### src/rtl/note_draw_arbiter_if.sv
// note_draw_arbiter_if
// Bundles every non-clock/reset signal of the note-draw sequencer:
//   req0_* / req1_*  draw requests (valid/ready, note type, glyph x/y)
//   rom_*            glyph ROM select, row address and row data
//   fb_*             framebuffer row write port with fb_ready backpressure
//   done_*           one-cycle completion pulse with requester id and error
// Modport slave is the sequencer side; modport master is the environment
// side (score logic, ROM and framebuffer).

`ifndef QUARTER_NOTE
`define QUARTER_NOTE 2'd0
`endif
`ifndef HALF_NOTE
`define HALF_NOTE 2'd1
`endif
`ifndef WHOLE_NOTE
`define WHOLE_NOTE 2'd2
`endif
`ifndef NOTE_WIDTH
`define NOTE_WIDTH 28
`endif

interface note_draw_arbiter_if #(
    parameter int X_W        = 10,
    parameter int Y_W        = 9,
    parameter int NOTE_WIDTH = `NOTE_WIDTH
);
    logic                  req0_valid;
    logic                  req0_ready;
    logic [1:0]            req0_type;
    logic [X_W-1:0]        req0_x;
    logic [Y_W-1:0]        req0_y;

    logic                  req1_valid;
    logic                  req1_ready;
    logic [1:0]            req1_type;
    logic [X_W-1:0]        req1_x;
    logic [Y_W-1:0]        req1_y;

    logic [1:0]            rom_type;
    logic [4:0]            rom_addr;
    logic [NOTE_WIDTH-1:0] rom_data;

    logic                  fb_we;
    logic [X_W-1:0]        fb_x;
    logic [Y_W-1:0]        fb_y;
    logic [NOTE_WIDTH-1:0] fb_data;
    logic                  fb_ready;

    logic                  done_valid;
    logic                  done_id;
    logic                  done_err;

    modport slave (
        input  req0_valid, req0_type, req0_x, req0_y,
        output req0_ready,
        input  req1_valid, req1_type, req1_x, req1_y,
        output req1_ready,
        output rom_type, rom_addr,
        input  rom_data,
        output fb_we, fb_x, fb_y, fb_data,
        input  fb_ready,
        output done_valid, done_id, done_err
    );

    modport master (
        output req0_valid, req0_type, req0_x, req0_y,
        input  req0_ready,
        output req1_valid, req1_type, req1_x, req1_y,
        input  req1_ready,
        input  rom_type, rom_addr,
        output rom_data,
        input  fb_we, fb_x, fb_y, fb_data,
        output fb_ready,
        input  done_valid, done_id, done_err
    );
endinterface

### src/rtl/note_draw_arbiter.sv
// note_draw_arbiter
// Round-robin arbiter between two note-draw requesters (0: score playback,
// 1: cursor/preview) followed by a row walker over the glyph ROM. Each ROM
// row goes straight (combinationally) to the framebuffer write port; a row
// only advances when the framebuffer accepts it.
// Ports:
//   clk    single clock, rising edge
//   rst_n  synchronous active-low reset; also forces every output low
//   bus    note_draw_arbiter_if.slave (requests, ROM, framebuffer, done)

`ifndef QUARTER_NOTE
`define QUARTER_NOTE 2'd0
`endif
`ifndef HALF_NOTE
`define HALF_NOTE 2'd1
`endif
`ifndef WHOLE_NOTE
`define WHOLE_NOTE 2'd2
`endif
`ifndef NOTE_WIDTH
`define NOTE_WIDTH 28
`endif

module note_draw_arbiter #(
    parameter int ROWS = 24,
    parameter int X_W  = 10,
    parameter int Y_W  = 9
) (
    input  logic                   clk,
    input  logic                   rst_n,
    note_draw_arbiter_if.slave     bus
);
    localparam int NW = `NOTE_WIDTH;
    localparam logic [4:0] LAST_ROW = 5'(ROWS - 1);

    typedef enum logic [1:0] {IDLE, DRAW, DONE} state_t;

    state_t          state_reg, state_next;
    logic [4:0]      row_reg, row_next;
    logic            last_grant_reg, last_grant_next;
    logic [1:0]      type_reg, type_next;
    logic [X_W-1:0]  x_reg, x_next;
    logic [Y_W-1:0]  y_reg, y_next;
    logic            id_reg, id_next;
    logic            err_reg, err_next;

    // Requests gathered into indexable form so the arbiter is written once.
    logic [1:0]      req_valid;
    logic [1:0]      grant;
    logic [1:0]      req_type_arr [2];
    logic [X_W-1:0]  req_x_arr    [2];
    logic [Y_W-1:0]  req_y_arr    [2];

    assign req_valid       = {bus.req1_valid, bus.req0_valid};
    assign req_type_arr[0] = bus.req0_type;
    assign req_type_arr[1] = bus.req1_type;
    assign req_x_arr[0]    = bus.req0_x;
    assign req_x_arr[1]    = bus.req1_x;
    assign req_y_arr[0]    = bus.req0_y;
    assign req_y_arr[1]    = bus.req1_y;

    // A requester wins when it is alone, or when both contend and it was
    // not the previous winner. The loser keeps valid high and wins next.
    generate
        for (genvar gi = 0; gi < 2; gi++) begin : g_grant
            assign grant[gi] = req_valid[gi] &&
                               (!req_valid[1-gi] || (last_grant_reg != 1'(gi)));
        end
    endgenerate

    logic            sel;
    logic [1:0]      sel_type;
    logic            sel_is_note;

    assign sel         = grant[1];
    assign sel_type    = req_type_arr[sel];
    assign sel_is_note = (sel_type == `QUARTER_NOTE) ||
                         (sel_type == `HALF_NOTE)    ||
                         (sel_type == `WHOLE_NOTE);

    // Output values before the reset mask.
    logic [1:0]      ready_vec;
    logic [1:0]      rom_type_c;
    logic [4:0]      rom_addr_c;
    logic            fb_we_c;
    logic [X_W-1:0]  fb_x_c;
    logic [Y_W-1:0]  fb_y_c;
    logic [NW-1:0]   fb_data_c;
    logic            done_valid_c;
    logic            done_id_c;
    logic            done_err_c;

    always_ff @(posedge clk) begin
        if (!rst_n) begin
            state_reg      <= IDLE;
            row_reg        <= '0;
            last_grant_reg <= 1'b1;
            type_reg       <= '0;
            x_reg          <= '0;
            y_reg          <= '0;
            id_reg         <= 1'b0;
            err_reg        <= 1'b0;
        end else begin
            state_reg      <= state_next;
            row_reg        <= row_next;
            last_grant_reg <= last_grant_next;
            type_reg       <= type_next;
            x_reg          <= x_next;
            y_reg          <= y_next;
            id_reg         <= id_next;
            err_reg        <= err_next;
        end
    end

    always_comb begin
        state_next      = state_reg;
        row_next        = row_reg;
        last_grant_next = last_grant_reg;
        type_next       = type_reg;
        x_next          = x_reg;
        y_next          = y_reg;
        id_next         = id_reg;
        err_next        = err_reg;

        ready_vec       = 2'b00;
        rom_type_c      = 2'd0;
        rom_addr_c      = 5'd0;
        fb_we_c         = 1'b0;
        fb_x_c          = '0;
        fb_y_c          = '0;
        fb_data_c       = '0;
        done_valid_c    = 1'b0;
        done_id_c       = 1'b0;
        done_err_c      = 1'b0;

        case (state_reg)
            IDLE: begin
                ready_vec = grant;
                if (|grant) begin
                    type_next       = sel_type;
                    x_next          = req_x_arr[sel];
                    y_next          = req_y_arr[sel];
                    row_next        = 5'd0;
                    last_grant_next = sel;
                    id_next         = sel;
                    err_next        = !sel_is_note;
                    state_next      = sel_is_note ? DRAW : DONE;
                end
            end
            DRAW: begin
                // Everything below depends only on registered state, so a
                // stalled row presents identical fb_* values until accepted.
                rom_type_c = type_reg;
                rom_addr_c = row_reg;
                fb_we_c    = 1'b1;
                fb_x_c     = x_reg;
                fb_y_c     = y_reg + Y_W'(row_reg);  // wraps by design
                fb_data_c  = bus.rom_data;
                if (bus.fb_ready) begin
                    if (row_reg == LAST_ROW) begin
                        state_next = DONE;
                    end else begin
                        row_next = row_reg + 5'd1;
                    end
                end
            end
            DONE: begin
                done_valid_c = 1'b1;
                done_id_c    = id_reg;
                done_err_c   = err_reg;
                state_next   = IDLE;
            end
            default: begin
                state_next = IDLE;
            end
        endcase

        // Hold every output low while reset is asserted, whatever the state.
        if (!rst_n) begin
            ready_vec    = 2'b00;
            rom_type_c   = 2'd0;
            rom_addr_c   = 5'd0;
            fb_we_c      = 1'b0;
            fb_x_c       = '0;
            fb_y_c       = '0;
            fb_data_c    = '0;
            done_valid_c = 1'b0;
            done_id_c    = 1'b0;
            done_err_c   = 1'b0;
        end
    end

    assign bus.req0_ready = ready_vec[0];
    assign bus.req1_ready = ready_vec[1];
    assign bus.rom_type   = rom_type_c;
    assign bus.rom_addr   = rom_addr_c;
    assign bus.fb_we      = fb_we_c;
    assign bus.fb_x       = fb_x_c;
    assign bus.fb_y       = fb_y_c;
    assign bus.fb_data    = fb_data_c;
    assign bus.done_valid = done_valid_c;
    assign bus.done_id    = done_id_c;
    assign bus.done_err   = done_err_c;
endmodule

### src/flat_wrapper.sv
// flat-port wrapper written by rule: the top's interface ports become plain ports
module note_draw_arbiter_flat 
#(
    parameter int ROWS = 24,
    parameter int X_W  = 10,
    parameter int Y_W  = 9
)
  (clk, rst_n, bus_req0_valid, bus_req0_type, bus_req0_x, bus_req0_y, bus_req0_ready, bus_req1_valid, bus_req1_type, bus_req1_x, bus_req1_y, bus_req1_ready, bus_rom_type, bus_rom_addr, bus_rom_data, bus_fb_we, bus_fb_x, bus_fb_y, bus_fb_data, bus_fb_ready, bus_done_valid, bus_done_id, bus_done_err);
  note_draw_arbiter_if #(.X_W(X_W), .Y_W(Y_W), .NOTE_WIDTH((`NOTE_WIDTH))) bus_i ();
  input  logic clk;
  input  logic rst_n;
  input wire logic [$bits(bus_i.req0_valid)-1:0] bus_req0_valid;
  input wire logic [$bits(bus_i.req0_type)-1:0] bus_req0_type;
  input wire logic [$bits(bus_i.req0_x)-1:0] bus_req0_x;
  input wire logic [$bits(bus_i.req0_y)-1:0] bus_req0_y;
  output wire logic [$bits(bus_i.req0_ready)-1:0] bus_req0_ready;
  input wire logic [$bits(bus_i.req1_valid)-1:0] bus_req1_valid;
  input wire logic [$bits(bus_i.req1_type)-1:0] bus_req1_type;
  input wire logic [$bits(bus_i.req1_x)-1:0] bus_req1_x;
  input wire logic [$bits(bus_i.req1_y)-1:0] bus_req1_y;
  output wire logic [$bits(bus_i.req1_ready)-1:0] bus_req1_ready;
  output wire logic [$bits(bus_i.rom_type)-1:0] bus_rom_type;
  output wire logic [$bits(bus_i.rom_addr)-1:0] bus_rom_addr;
  input wire logic [$bits(bus_i.rom_data)-1:0] bus_rom_data;
  output wire logic [$bits(bus_i.fb_we)-1:0] bus_fb_we;
  output wire logic [$bits(bus_i.fb_x)-1:0] bus_fb_x;
  output wire logic [$bits(bus_i.fb_y)-1:0] bus_fb_y;
  output wire logic [$bits(bus_i.fb_data)-1:0] bus_fb_data;
  input wire logic [$bits(bus_i.fb_ready)-1:0] bus_fb_ready;
  output wire logic [$bits(bus_i.done_valid)-1:0] bus_done_valid;
  output wire logic [$bits(bus_i.done_id)-1:0] bus_done_id;
  output wire logic [$bits(bus_i.done_err)-1:0] bus_done_err;
  assign bus_i.req0_valid = bus_req0_valid;
  assign bus_i.req0_type = bus_req0_type;
  assign bus_i.req0_x = bus_req0_x;
  assign bus_i.req0_y = bus_req0_y;
  assign bus_req0_ready = bus_i.req0_ready;
  assign bus_i.req1_valid = bus_req1_valid;
  assign bus_i.req1_type = bus_req1_type;
  assign bus_i.req1_x = bus_req1_x;
  assign bus_i.req1_y = bus_req1_y;
  assign bus_req1_ready = bus_i.req1_ready;
  assign bus_rom_type = bus_i.rom_type;
  assign bus_rom_addr = bus_i.rom_addr;
  assign bus_i.rom_data = bus_rom_data;
  assign bus_fb_we = bus_i.fb_we;
  assign bus_fb_x = bus_i.fb_x;
  assign bus_fb_y = bus_i.fb_y;
  assign bus_fb_data = bus_i.fb_data;
  assign bus_i.fb_ready = bus_fb_ready;
  assign bus_done_valid = bus_i.done_valid;
  assign bus_done_id = bus_i.done_id;
  assign bus_done_err = bus_i.done_err;
  note_draw_arbiter #(.ROWS(ROWS), .X_W(X_W), .Y_W(Y_W)) u_core (.clk(clk), .rst_n(rst_n), .bus(bus_i));
endmodule
### config.mk
export PLATFORM = sky130hd
export DESIGN_NAME = note_draw_arbiter_flat
export DESIGN_NICKNAME = d
export VERILOG_FILES = /design/src/rtl/note_draw_arbiter_if.sv /design/src/rtl/note_draw_arbiter.sv /design/src/flat_wrapper.sv
export SDC_FILE = /design/constraint.sdc
export NUM_CORES = 1
export LEC_CHECK = 0
export CAP_MARGIN = 20
export CORE_MARGIN = 4
export CORE_UTILIZATION = 35
export CTS_BUF_LIST = sky130_fd_sc_hd__clkbuf_4
export DETAILED_ROUTE_END_ITERATION = 8
export MAX_ROUTING_LAYER = met4
export PLACE_DENSITY = 0.75
export SETUP_SLACK_MARGIN = 0.02
export SLEW_MARGIN = 20
export SYNTH_ARGS = -nofsm -noshare
export SYNTH_HDL_FRONTEND = slang
export SYNTH_SLANG_ARGS = --single-unit
export TNS_END_PERCENT = 20
### constraint.sdc
create_clock -name clk -period 4.2 [get_ports clk]
set_clock_uncertainty 0.1 [all_clocks]
set_input_delay 0.63 -clock clk [delete_from_list [all_inputs] [get_ports clk]]
set_output_delay 0.63 -clock clk [all_outputs]
set_load 0.02 [all_outputs]
======== After elaboration in Yosys (flattened, before gate mapping) ========
Index checks and enable logic that the tools add are counted.
word-level totals
  register bits after elaboration ......... 31
  input bits .............................. 75
operators by class
  reduce and logical (&&, ||, !) cells .... 16
  bitwise gates (word level) .............. 2
  add/subtract/negate cells ............... 2
  equality and inequality tests ........... 9
  $lt $le $gt $ge ......................... 1
  mux-type cells .......................... 38
operators by type and width
  operator             number
  $mux 28              2
  $mux 10              5
  $mux 9               5
  $mux 5               5
  $mux 2               11
  $pmux 5 s2           1
  $add 9x5->9          1
  $mux 1               8
  $add 5x1->5 const B  1
  $eq 5x5->1 const B   1
  $eq 2x1->1 const B   2
  $eq 2x2->1 const B   2
  $logic_not 2->1      2
  $logic_or 1x1->1     4
  $ne 2x1->1 const B   2
  $ne 2x2->1 const B   2
  $pmux 2 s2           1
  $reduce_and 4->1     1
  $logic_not 1->1      3
  $reduce_and 3->1     1
  $ge 2x2->1 const B   1
  $logic_and 1x1->1    2
  $not 1->2            1
  $reduce_and 2->1     1
  3 further kinds      3

======== Depth between registers and ports, before layout ========
  depth in word-level cells ............... 13
  mapped depth ............................ 7
  depth with buffers taken out ............ 6

======== Least setup slack after synthesis ========
OpenSTA, ideal clock, no wires.
  path type ............................... reg2out
  from .................................... register u_core.row_reg[0]
  to ...................................... output bus_fb_y[8]
  required time ........................... 3470 ps
  cell stages (with the launch flop) ...... 7
  arrival ................................. 1865 ps
  setup slack ............................. 1605 ps
  cell sequence ........................... dfxtp_1 -> ha_1 -> fa_1 -> a211oi_1 -> o21bai_1 -> nand4_1 -> mux2i_1
between the ends
  cells in the longest elaborated chain, start to end .. 3
RTL lines
  what                    line                      text
  start, declared         note_draw_arbiter.sv:39   logic [4:0] row_reg, row_next;
  start signal, assigned  note_draw_arbiter.sv:105  row_reg <= row_next;
  $add 9x5->9             note_draw_arbiter.sv:157  fb_y_c = y_reg + Y_W'(row_reg);
  $mux 9                  note_draw_arbiter.sv:136  case (state_reg)
  $mux 9                  note_draw_arbiter.sv:179  if (!rst_n) begin
  end, declared           flat_wrapper.sv:27        output wire logic [$bits(bus_i.fb_y)-1:0] bus_fb_y;
No other way between the ends.

======== Final worst setup path ========
Ends and elaborated chain as after synthesis.

==> impl_metrics.yaml <==
critical_path:
  endpoint_kind: "output pin"
  cp.arrival_ns: 2.79
  start_kind: "flop"
  worstPathRequired_ns: 3.47
  cp_max_fo: 4
  path_class: "flop to output pin"
pwr:
  p_sw_w: 0.000392
  internal_power_w: 0.000675
  powerDensity_nw_per_um2: 297
  vdd_drop_max_uv: 173
  pwr-share-clk_pct: 16.4
  p_leak_nw: 1.42
  sw_frac_of_total_pct: 36.8
  power_frac_comb_pct: 46.7
  p_seq_share_pct: 36.9
hold_path:
  hp-class: "flop to flop"
drt:
  drc: 0
  firstDrtPassIters: 4
  vias: 2297
  viasPerCell: 4.97
  drt_iter0_drc: 48
  drt.antenna.violating_nets: 0
  drt-total-wl_um: 6200
  wl_per_cell_um: 13.4
placed_design:
  hpwl_um: 4990
  gp_congestion: 0.790
  post-place-ws_ns: 0.691
  place_area_um2: 3530
  numPortBuffers: 134
floorplan:
  core-area_um2: 5890
  fp.dieW_um: 85.9
  die_y_um: 85.9
  core.rowCount: 28
  ios: 135
  dieArea_um2: 7370
  start_util_pct: 36.1
timing:
  setup_slack_ns: 0.676
  min_period_ns: 3.52
  final-hold-violation-count: 0
  fin_setup_tns_ns: 0
  drv_slew: 0
  setup_viol: 0
  max_slew_margin_pct: 49.2
  fmax_mhz: 284
  period_share_pct: 83.9
  rsz0062_at_grt: "false"
  worst_pin_slew_ns: 0.761
global_routing:
  grt-ovfl-total: 0
  track_usage_pct: 17.0
  grt_pass1_wl_um: 9780
  grt_max_degree: 37
  grt_pass1_vias: 2161
  antenna_found_initial: 0
synth:
  async_reset_ff_share_pct: 0
  synthFlopType: "dfxtp_1"
  ys_ff_latch: 31
  syn_nets: 340
  yosysTopAreaCellShare_pct: 29.2
  netlist_area_um2: 2120
  ys_seq_area_share_pct: 29.2
  syn_inst: 258
  syn_area_per_cell_um2: 8.22
  ys_warn_count: 0
  synth_cell_types: 47
  synth_top_cell_by_area: "dfxtp_1"
  synth_enable_flop_cells: 0
  yosys-top-cells-area: "dfxtp_1, and2_1, mux2i_1"
layout:
  nFillCells: 550
  layout_common_cells: "clkdlybuf4s50_1, and2_1, nor2_1"
  final_common_cell: "clkdlybuf4s50_1"
  area_growth_pct: 69.2
  largest_reg_flops: 10
  n_antenna_cell: 0
  fin_nets: 468
  drive_above_1_share_pct: 4.65
  regArea_um2: 621
  final_area_um2: 3590
  multi_input_area_um2: 1400
flow_run:
  maxCapViolations: 0
clock_tree:
  cts_inserted_buffers: 5
  post-cts-setup-buffers: 0
  clkTransAtPathRegs_ns: 0.10
  clock_sinks: 31
  cts_tree: "built"
  worstSkewPairLatency_ns: 0.34
  cts_root_buffer: "clkbuf_4"
  cts-htree-levels: 2
  clockBufferDepth: 2
  cts_hold_buf: 0
  cts_resized: 0
run_status:
  status: "finished, final reports clean"
final cells by class:
cell class | instances | area share (%)
Inverter | 6 | 0.627
Clock inverter | 2 | 0.349
Tap cell | 75 | 2.61
Clock buffer | 6 | 1.25
Multi-Input combinational cell | 204 | 39.0
Sequential cell | 31 | 17.3
Timing Repair Buffer | 138 | 38.9
cells in the mapped netlist (2+ instances only):
library cell  count
o21ai_1           4
dfxtp_1          31
and2_1           50
o21ai_0           4
a211oi_1         24
a21o_1            2
ha_1              6
inv_1             4
buf_4             6
or3_1             2
mux2i_1          26
nand3_1           5
nand2b_1          3
nor2_1           34
a21oi_1           2
and3b_1           2
o31ai_1           2
a31oi_1           2
buf_2             4
and3_1            2
and2_0            2
clkbuf_1          7
nor3_1            2
nand2_1           9
cell families (layout without fill, tap and decap cells):
logic type | after synthesis | count (layout) | synth area share [%]
AOI/OAI and AO/OA | 51 | 51 | 17.3
xor gates and xnor gates | 1 | 1 | 0.413
adders and majority gates | 7 | 7 | 4.48
buffers and inverters | 23 | 152 | 5.37
DFF | 31 | 31 | 29.2
muxes | 26 | 26 | 12.3
and+or+nand+nor | 119 | 119 | 30.9
worst max-delay path, cell delays in order (launching register included):
cell             delay [ns]
dfxtp_1                0.37
ha_1                   0.24
fa_1                   0.43
a211oi_1               0.30
o21bai_1               0.17
nand4_1                0.13
mux2i_1                0.19
clkdlybuf4s50_1        0.65
stage by stage:
step | power [W] | util [%] | hold slack (ns) | instances
2_1_floorplan | 0.000700 | - | 0.352 | 258
3_5_place_dp | 0.000903 | 60.0 | 0.389 | 454
5_1_grt | 0.00115 | 61.0 | 0.416 | 462
3_3_place_gp | 0.000896 | 60.0 | 0.384 | 454
4_1_cts | 0.00108 | 61.0 | 0.403 | 462
6_report | 0.00107 | 61.0 | 0.397 | 462
worst paths after layout:
kind | start | end | slack (ns) | depth (start not counted)
worst max register to register | u_core.state_reg[0] | u_core.err_reg | 2.22 | 5
worst min register to register | u_core.x_reg[0] | u_core.x_reg[0] | 0.40 | 2
worst min-delay path | u_core.x_reg[0] | u_core.x_reg[0] | 0.40 | 2
worst max-delay path | u_core.row_reg[0] | bus_fb_y[8] | 0.68 | 7
power groups by stage:
| stage | combinational (W) | sequential [W] | clock [W] |
|---|---|---|---|
| after floorplan | 0.000318 | 0.000382 | 0 |
| after global placement | 0.000497 | 0.000398 | 0 |
| after detailed placement | 0.000503 | 0.000401 | 0 |
| after CTS | 0.000505 | 0.000394 | 0.000181 |
| after global routing | 0.000548 | 0.000403 | 0.000197 |
| final | 0.000498 | 0.000394 | 0.000176 |
routing by layer:
layer	track usage, %	share of wire, %
met2	28.5	46
met4	5.18	1.6
met3	6.24	10
met1	18.8	42
met5	-	0
(Power assumes the default switching activity.)
